<file path="config.mk">
export PLATFORM = sky130hd
export DESIGN_NAME = control_unit_flat
export DESIGN_NICKNAME = d
export VERILOG_FILES = /design/src/rtl/control_unit_if.sv /design/src/rtl/control_unit.sv /design/src/flat_wrapper.sv
export SDC_FILE = /design/constraint.sdc
export NUM_CORES = 1
export LEC_CHECK = 0
export ABC_CLOCK_PERIOD_IN_PS = 800
export CAP_MARGIN = 20
export CORE_AREA = 10 10 47 49
export CTS_CLUSTER_SIZE = 8
export DETAILED_ROUTE_END_ITERATION = 8
export DIE_AREA = 0 0 57 59
export DONT_BUFFER_PORTS = 1
export SLEW_MARGIN = 40
export SYNTH_ARGS = -nofsm -noshare
export SYNTH_HDL_FRONTEND = slang
export SYNTH_SLANG_ARGS = --single-unit
</file>
<file path="constraint.sdc">
create_clock -name clk -period 0.8 [get_ports clk]
set_input_delay 0.08 -clock clk [delete_from_list [all_inputs] [get_ports clk]]
set_output_delay 0.08 -clock clk [all_outputs]
set_load 0.02 [all_outputs]
</file>
<file path="src/rtl/control_unit_if.sv">
// Instruction-field and control-word bundle between instruction fetch and the
// MIPS control unit; the slave side is the decoder itself.
interface control_unit_if;
    logic [5:0] Opcode;
    logic [5:0] Funct;
    logic       MemtoReg;
    logic       MemWrite;
    logic       Branch;
    logic       ALUSrc;
    logic       RegDst;
    logic       RegWrite;
    logic [2:0] ALUControl;
    logic       Jump;

    modport master (
        output Opcode, Funct,
        input  MemtoReg, MemWrite, Branch, ALUSrc, RegDst, RegWrite, ALUControl, Jump
    );

    modport slave (
        input  Opcode, Funct,
        output MemtoReg, MemWrite, Branch, ALUSrc, RegDst, RegWrite, ALUControl, Jump
    );
endinterface

</file>
<file path="src/rtl/control_unit.sv">
// Registered main decoder plus ALU decoder for the single-cycle MIPS datapath:
// Opcode/Funct sampled on clk, full control word presented one cycle later.
module control_unit (
    input  logic          clk,
    input  logic          rst_n,
    control_unit_if.slave bus
);

    localparam logic [5:0] OP_RTYPE = 6'b000000;
    localparam logic [5:0] OP_LW    = 6'b100011;
    localparam logic [5:0] OP_SW    = 6'b101011;
    localparam logic [5:0] OP_BEQ   = 6'b000100;
    localparam logic [5:0] OP_ADDI  = 6'b001000;
    localparam logic [5:0] OP_J     = 6'b000010;

    localparam logic [5:0] FN_ADD = 6'b100000;
    localparam logic [5:0] FN_SUB = 6'b100010;
    localparam logic [5:0] FN_AND = 6'b100100;
    localparam logic [5:0] FN_OR  = 6'b100101;
    localparam logic [5:0] FN_SLT = 6'b101010;

    localparam logic [2:0] ALU_AND = 3'b000;
    localparam logic [2:0] ALU_OR  = 3'b001;
    localparam logic [2:0] ALU_ADD = 3'b010;
    localparam logic [2:0] ALU_SUB = 3'b110;
    localparam logic [2:0] ALU_SLT = 3'b111;

    typedef enum logic [1:0] {
        ALUOP_ADD   = 2'b00,
        ALUOP_SUB   = 2'b01,
        ALUOP_FUNCT = 2'b10
    } alu_op_e;

    typedef struct packed {
        logic       reg_write;
        logic       reg_dst;
        logic       alu_src;
        logic       branch;
        logic       mem_write;
        logic       mem_to_reg;
        logic [2:0] alu_control;
        logic       jump;
    } ctrl_t;

    alu_op_e alu_op;
    ctrl_t   ctrl_d;
    ctrl_t   ctrl_q;

    always_comb begin
        // NOTE: every signal gets a default before the case so no path can infer a latch.
        ctrl_d = '0;
        alu_op = ALUOP_ADD;

        unique case (bus.Opcode)
            OP_RTYPE: begin
                ctrl_d.reg_write = 1'b1;
                ctrl_d.reg_dst   = 1'b1;
                alu_op           = ALUOP_FUNCT;
            end
            OP_LW: begin
                ctrl_d.reg_write  = 1'b1;
                ctrl_d.alu_src    = 1'b1;
                ctrl_d.mem_to_reg = 1'b1;
            end
            OP_SW: begin
                ctrl_d.alu_src   = 1'b1;
                ctrl_d.mem_write = 1'b1;
            end
            OP_BEQ: begin
                ctrl_d.branch = 1'b1;
                alu_op        = ALUOP_SUB;
            end
            OP_ADDI: begin
                ctrl_d.reg_write = 1'b1;
                ctrl_d.alu_src   = 1'b1;
            end
            OP_J: begin
                ctrl_d.jump = 1'b1;
            end
            default: ;
        endcase

        case (alu_op)
            ALUOP_SUB: ctrl_d.alu_control = ALU_SUB;
            ALUOP_FUNCT: begin
                case (bus.Funct)
                    FN_ADD: ctrl_d.alu_control = ALU_ADD;
                    FN_SUB: ctrl_d.alu_control = ALU_SUB;
                    FN_AND: ctrl_d.alu_control = ALU_AND;
                    FN_OR:  ctrl_d.alu_control = ALU_OR;
                    FN_SLT: ctrl_d.alu_control = ALU_SLT;
                    default: begin
                        // Unsupported R-type behaves as a NOP: it must not write back.
                        ctrl_d.alu_control = ALU_ADD;
                        ctrl_d.reg_write   = 1'b0;
                    end
                endcase
            end
            default: ctrl_d.alu_control = ALU_ADD;
        endcase
    end

    // NOTE: sequential state uses non-blocking assignments so all flops update together.
    always_ff @(posedge clk or negedge rst_n) begin
        if (!rst_n) ctrl_q <= '0;
        else        ctrl_q <= ctrl_d;
    end

    assign bus.RegWrite   = ctrl_q.reg_write;
    assign bus.RegDst     = ctrl_q.reg_dst;
    assign bus.ALUSrc     = ctrl_q.alu_src;
    assign bus.Branch     = ctrl_q.branch;
    assign bus.MemWrite   = ctrl_q.mem_write;
    assign bus.MemtoReg   = ctrl_q.mem_to_reg;
    assign bus.ALUControl = ctrl_q.alu_control;
    assign bus.Jump       = ctrl_q.jump;

endmodule

</file>
<file path="src/flat_wrapper.sv">
// flat-port wrapper written by rule: the top's interface ports become plain ports
module control_unit_flat 
  (clk, rst_n, bus_Opcode, bus_Funct, bus_MemtoReg, bus_MemWrite, bus_Branch, bus_ALUSrc, bus_RegDst, bus_RegWrite, bus_ALUControl, bus_Jump);
  control_unit_if bus_i ();
  input  logic clk;
  input  logic rst_n;
  input wire logic [$bits(bus_i.Opcode)-1:0] bus_Opcode;
  input wire logic [$bits(bus_i.Funct)-1:0] bus_Funct;
  output wire logic [$bits(bus_i.MemtoReg)-1:0] bus_MemtoReg;
  output wire logic [$bits(bus_i.MemWrite)-1:0] bus_MemWrite;
  output wire logic [$bits(bus_i.Branch)-1:0] bus_Branch;
  output wire logic [$bits(bus_i.ALUSrc)-1:0] bus_ALUSrc;
  output wire logic [$bits(bus_i.RegDst)-1:0] bus_RegDst;
  output wire logic [$bits(bus_i.RegWrite)-1:0] bus_RegWrite;
  output wire logic [$bits(bus_i.ALUControl)-1:0] bus_ALUControl;
  output wire logic [$bits(bus_i.Jump)-1:0] bus_Jump;
  assign bus_i.Opcode = bus_Opcode;
  assign bus_i.Funct = bus_Funct;
  assign bus_MemtoReg = bus_i.MemtoReg;
  assign bus_MemWrite = bus_i.MemWrite;
  assign bus_Branch = bus_i.Branch;
  assign bus_ALUSrc = bus_i.ALUSrc;
  assign bus_RegDst = bus_i.RegDst;
  assign bus_RegWrite = bus_i.RegWrite;
  assign bus_ALUControl = bus_i.ALUControl;
  assign bus_Jump = bus_i.Jump;
  control_unit u_core (.clk(clk), .rst_n(rst_n), .bus(bus_i));
endmodule
</file>
* After elaboration in Yosys (flattened, before gate mapping)
Index checks and enable logic that the tools add are counted.
** Storage, ports and cells
- Output and inout port bits :: 10
- Memories :: 0
- Word-level logic and storage cells :: 36
- Bits in registers :: 10
- Bits in writable memories :: 0
- Latch bits :: 0
- ROM bits :: 0
- Input port bits :: 14
** Operators by class
- Div/mod/pow operators :: 0
- Reductions and logical operators :: 4
- $lt $le $gt $ge :: 0
- Multiplexer cells :: 12
- $mul :: 0
- Equality and inequality tests :: 12
- $add $sub $neg :: 0
- Shifts and indexed selects :: 0
- Bitwise gates (word level) :: 0
** Operators by type and width (number)
- $eq 6x6->1 const B :: 7
- $pmux 3 s4 :: 1
- $mux 1 :: 9
- $eq 6x2->1 const B :: 1
- $eq 6x3->1 const B :: 1
- $eq 6x4->1 const B :: 1
- $logic_not 6->1 :: 1
- $pmux 3 s2 :: 1
- $reduce_or 3->1 :: 2
- $reduce_or 5->1 :: 1
- $pmux 2 s2 :: 1
- $eq 2x1->1 const B :: 1
- $eq 2x2->1 const B :: 1

* Depth between registers and ports, before layout
Gate-level depths: netlist of the first run.
- Depth in word-level cells :: 5
- Gate-level depth with buffers :: 7

* Least setup slack after synthesis of the first run
No wires, ideal clock.
- Path kind :: input port to flip-flop
- Start point :: input bus_Opcode[4]
- End point :: register u_core.ctrl_q (netlist bit u_core.bus.ALUControl[1])
- Library setup time :: 0.124 ns
- Required time :: 0.676 ns
- Arrival time :: 1.154 ns
- Path slack :: -0.478 ns
- Cell stages on the path :: 6
- Cells stage by stage :: or2_1 clkbuf_1 nor4_2 inv_1 ha_1 a211o_1
** RTL lines
- start, declared :: RTL line flat_wrapper.sv:7 : input wire logic [$bits(bus_i.Opcode)-1:0] bus_Opcode;
- end signal, assigned :: RTL line control_unit.sv:106 : else ctrl_q <= ctrl_d;
- end, declared :: RTL line control_unit.sv:47 : ctrl_t ctrl_q;

==> impl_metrics.ini, run 1 <==
[outcome]
status = finished, violations left
violations = setup timing

[global_routing]
antenna_found_initial = 0
grt_pass1_wl_um = 1790
grt_pass1_vias = 404
overflow = 0
grt_max_degree = 11
grtUsageTotal = 0.0683

[pwr]
p_int_uw = 739
power_uw = 922
power_density_nw_per_um2 = 1480
p_comb_frac = 0.106
ir_worst_vdd_uv = 634
switching_share = 0.198
seq_power_share = 0.567
p_switching_uw = 183
power.leakage_uw = 0.000275
power.share.clock = 0.327

[synthesis]
postSynthCellCount = 44
syn_area_um2 = 470
synth_top_area_frac = 0.532
synth.top_cells.by_area = dfrtp_1, ha_1, nor2_1, nor3_1, inv_1
yosys_warnings = 0
synthDistinctLibCells = 23
synth.avg_cell_area_um2 = 10.7
synth.net_count = 60
synth_seq_cells = 10
yosys.area.top_type = dfrtp_1
ys_seq_area_frac = 0.532

[clock_network]
clkTransAtPathRegs_ns = 0.05
cts_buffers = 3
cts-root-buf = clkbuf_4
cts_tree = built
htree_num_levels = 1
post_cts_buffers = 0
clock_path_buffers = 2
cts_hold_buffers = 4
cts.sinks = 10

[critical_path]
crit_start = bus_Opcode[0]
crit_fanout = 4
cp_data_arrival_time_ns = 1.10
cpMaxStageDelayCell = ha_1
startpoint_type = input port
cp.depth = 4
cp_cell_sequence = or2_4, nor4_4, ha_1, a211o_1
path_buf_inv = 0
crit_required_ns = 0.93
max_stage_delay_ns = 0.29
crit_family = simple AND/OR/NAND/NOR gates
worst_setup_path_end_kind = register
critPathKind = in2reg

[drt]
first_pass_iters = 3
vias = 367
route.detailed.drc = 0
detail-route-antenna-nets = 0
routed_via_density = 4.96
drt-initial-drc-count = 4
wire_per_inst_um = 14.0
drt-total-wl_um = 1040

[layout]
nets = 76
antenna-diode-count = 0
final_cell_mix = buf_4, dfrtp_1, nor2_1
fill_cells = 142
fin_util = 0.445
drive_above_1_share = 0.293
area_growth_pct = 32.4

[timing]
finalCritPeriodShare = 1.21
fin_tns_setup_ns = -0.325
max_freq_ghz = 1.03
maxSlewViolCount = 0
fin_ws_ns = -0.170
rsz0062_at_grt = true
hold_viol = 0
worst_pin_slew_ns = 0.403
slew_headroom = 0.730
setup_viol = 4
period_needed_ns = 0.970

[floorplan]
die_x_um = 57
core_area_um2 = 1400
die_y_um = 59
ioPinCount = 24
initial_core_util = 0.336
dieArea_um2 = 3360
num_rows = 14

[worst_hold_path]
hold_class = in2reg
hp-start = bus_Opcode[5]
min_path_cells = 2

[job]
maxCapViolations = 0

[placed_design]
place_congestion = 0.757
hpwl_um = 888
post-place-ws_ns = -0.438
port_buffers = 0
metal layers:
| layer | GRT usage | vias to the layer above | part of all wire |
|---|---|---|---|
| met5 | 0 | - | 0 |
| li1 | - | 185 | - |
| met4 | 0.0705 | 0 | 0.030 |
| met3 | 0.0129 | 4 | 0.021 |
| met1 | 0.0689 | 165 | 0.43 |
| met2 | 0.113 | 13 | 0.52 |
worst paths after layout:
| path | to | slack, ns |
|---|---|---|
| worst max-delay path | u_core.bus.ALUControl[1] | -0.17 |
| worst min-delay path | u_core.bus.RegDst | 0.007 |
| max in group asynchronous | u_core.bus.MemWrite | 0.30 |
| min in group asynchronous | u_core.bus.ALUControl[2] | 0.19 |
kinds of logic after synthesis:
family,after synthesis,share of synthesized area
flip-flops,10,0.532
AND/OR/NAND/NOR,20,0.245
buffers and inverters,5,0.0399
adder cells (fa/ha/maj),2,0.0532
AO/OA/AOI/OAI,7,0.130
power groups by stage:
| stage | registers [uW] | clock network, uW | logic [uW] |
|---|---|---|---|
| floorplan | 530 | 0 | 52.3 |
| global placement | 532 | 0 | 74.8 |
| detailed placement | 532 | 0 | 75.3 |
| CTS | 523 | 315 | 99.2 |
| global route | 522 | 346 | 111 |
| finish | 522 | 302 | 98.0 |
registers in the layout (all words and copies together) (netlist names):
register               count
u_core.bus.ALUControl      3
u_core.bus.ALUSrc          1
u_core.bus.Branch          1
u_core.bus.Jump            1
u_core.bus.MemWrite        1
u_core.bus.MemtoReg        1
u_core.bus.RegDst          1
u_core.bus.RegWrite        1
Yosys cell counts (all sizes together):
cell type  number
inv             4
o22a            1
nand3           1
nor3b           1
nor4            1
a32oi           1
or2             2
a41oi           1
a211oi          1
dfrtp          10
o221ai          1
nor2            5
nand2           2
or3             1
nand4           1
nor3            3
a211o           1
ha              2
nor2b           2
and3b           1
clkbuf          1
a21oi           1
what timing repair did:
action / 4_1_cts / 5_1_grt
endpoints found under the setup margin: 4 / 7
pin swaps: 0 / 0
resized for setup: 0 / 2
hold endpoints to repair: 13 / 2
area by class of cell:
| class | instances | area (um^2) | share of cell area |
|---|---|---|---|
| Timing Repair Buffer | 12 | 100 | 0.161 |
| Clock buffer | 3 | 22.5 | 0.0361 |
| Sequential cell | 10 | 253 | 0.406 |
| Tap cell | 16 | 20.0 | 0.0321 |
| Inverter | 4 | 15.0 | 0.0241 |
| Multi-Input combinational cell | 29 | 213 | 0.341 |
through the flow:
stage	cells	area (um^2)	hold WS [ns]
after floorplan	44	492	-0.216
after global placement	67	558	-0.215
after detailed placement	67	558	-0.215
after CTS	74	621	0.00125
after global routing	74	623	-0.00326
final	74	623	0.00671
Power figures use the tool's default switching activity.
==> inputs of run 2 (changes only) <==
--- a/config.mk
+++ b/config.mk
@@ -12,6 +12,7 @@
 export DETAILED_ROUTE_END_ITERATION = 8
 export DIE_AREA = 0 0 57 59
 export DONT_BUFFER_PORTS = 1
+export HOLD_SLACK_MARGIN = 0.15
 export SLEW_MARGIN = 40
 export SYNTH_ARGS = -nofsm -noshare
 export SYNTH_HDL_FRONTEND = slang
==> run 2 against run 1 <==
  * The flow finishes with violations (hold timing, setup timing)
  * Hold slack worse by 0.11 ns
  * Die area unchanged
  * Via count shrank 1.9%
  * Worst setup slack lost 0.0010 ns
  * Global-route usage shrank 0.17 points
==> impl_metrics.ini, run 2 (synthesis results as in run 1) <==
[outcome]
status = finished, violations left
violations = hold timing, setup timing

[clock_network]
htree_num_levels = 1
cts_tree = built
cts_hold_buffers = 3
cts_buffers = 3
cts.sinks = 10
clkTransAtPathRegs_ns = 0.05
clock_path_buffers = 2
post_cts_buffers = 0
cts-root-buf = clkbuf_4

[timing]
whs_ns = -0.104
max_freq_ghz = 1.03
maxSlewViolCount = 0
finalCritPeriodShare = 1.21
rsz0062_at_grt = true
hold_viol = 1
slew_headroom = 0.731
period_needed_ns = 0.971
worst_pin_slew_ns = 0.402
fin_ws_ns = -0.171
setup_viol = 4

[floorplan]
ioPinCount = 24
die_x_um = 57
die_y_um = 59
dieArea_um2 = 3360
core_area_um2 = 1400
num_rows = 14
initial_core_util = 0.336

[drt]
wl_met1_um = 410
first_pass_iters = 3
vias = 360
detail-route-antenna-nets = 0
top_layer_used = met4
drt-initial-drc-count = 2
wl_met2_um = 557
wl_met3_um = 17
routed_via_density = 4.93
route.detailed.drc = 0
wire_per_inst_um = 13.7
drt-total-wl_um = 1000

[layout]
nets = 75
fin_util = 0.441
antenna-diode-count = 0
largest_reg_flops = 3
area_growth_pct = 31.4
drive_above_1_share = 0.316
final_cell_mix = buf_4, dfrtp_1, nor2_1
fill_cells = 142

[pwr]
power.leakage_uw = 0.000271
p_switching_uw = 182
ir_worst_vdd_uv = 636
switching_share = 0.199
power_density_nw_per_um2 = 1490
p_int_uw = 736
p_comb_frac = 0.104
seq_power_share = 0.569
power.share.clock = 0.328

[critical_path]
crit_fanout = 4
startpoint_type = input port
max_stage_delay_ns = 0.29
cp_data_arrival_time_ns = 1.10
crit_required_ns = 0.93
cp_cell_sequence = or2_4, nor4_4, ha_1, a211o_1
worst_setup_path_end_kind = register
critPathKind = in2reg
cpMaxStageDelayCell = ha_1

[placed_design]
place_congestion = 0.757
hpwl_um = 888
port_buffers = 0
post-place-ws_ns = -0.438

[worst_hold_path]
hp-start = bus_Opcode[3]
hold_class = in2reg
min_to = u_core.bus.MemtoReg
min_path_cells = 1

[global_routing]
grt_pass1_vias = 396
grt_max_degree = 11
grt_pass1_wl_um = 1750
overflow = 0
antenna_found_initial = 0
grtUsageTotal = 0.0666

[job]
maxCapViolations = 0
## run 2: layout make-up
class	instances	area (um^2)	share of cell area
clock buffer	3	22.5	0.0364
sequential	10	253	0.409
inverter	4	15.0	0.0243
timing repair buffer	11	90.1	0.146
multi-input combinational	29	218	0.352
tap	16	20.0	0.0324
## run 2: timing repair
item                                   in CTS  in global routing
resized for setup                           0                  3
endpoints found under the hold margin      19                  9
pin swaps                                   0                  1
setup endpoints to repair                   4                  8
## run 2: worst max-delay path, delay by kind of cell
kind	cells	cell delay (ns)
AND/OR/NAND/NOR	2	0.48
adder cells (fa/ha/maj)	1	0.29
AO/OA/AOI/OAI	1	0.24
## run 2: through the flow
stage	cells	power [uW]	hold slack, ns	cell area (um^2)	setup TNS, ns
global route	73	976	-0.112	618	-0.688
floorplan	44	583	-0.216	492	-1.30
finish	73	919	-0.104	618	-0.324
CTS	73	933	-0.111	611	-0.351
global placement	67	606	-0.215	558	-1.63
detailed placement	67	607	-0.215	558	-1.64
## run 2: power by group through the flow
stage	logic [uW]	registers, uW	clock network, uW
detailed placement	75.3	532	0
global placement	74.8	532	0
floorplan	52.3	530	0
global route	108	522	346
CTS	95.3	523	315
finish	95.1	522	301
## run 2: worst max path at each step
stage                        startpoint                  endpoint  slack (ns)  cells past startpoint
after floorplan           bus_Opcode[4]  u_core.bus.ALUControl[1]       -0.42                      5
after global placement    bus_Opcode[0]  u_core.bus.ALUControl[1]       -0.42                      4
after detailed placement  bus_Opcode[0]  u_core.bus.ALUControl[1]       -0.44                      5
after CTS                 bus_Opcode[0]  u_core.bus.ALUControl[1]       -0.17                      5
after global routing      bus_Opcode[0]  u_core.bus.ALUControl[1]       -0.23                      5
final                     bus_Opcode[0]  u_core.bus.ALUControl[1]       -0.17                      4
## run 2: per-layer routing
layer  track usage  vias up
met5             0        -
met4        0.0705        0
met3        0.0129        2
met2         0.112       11
met1        0.0653      166
li1              -      181
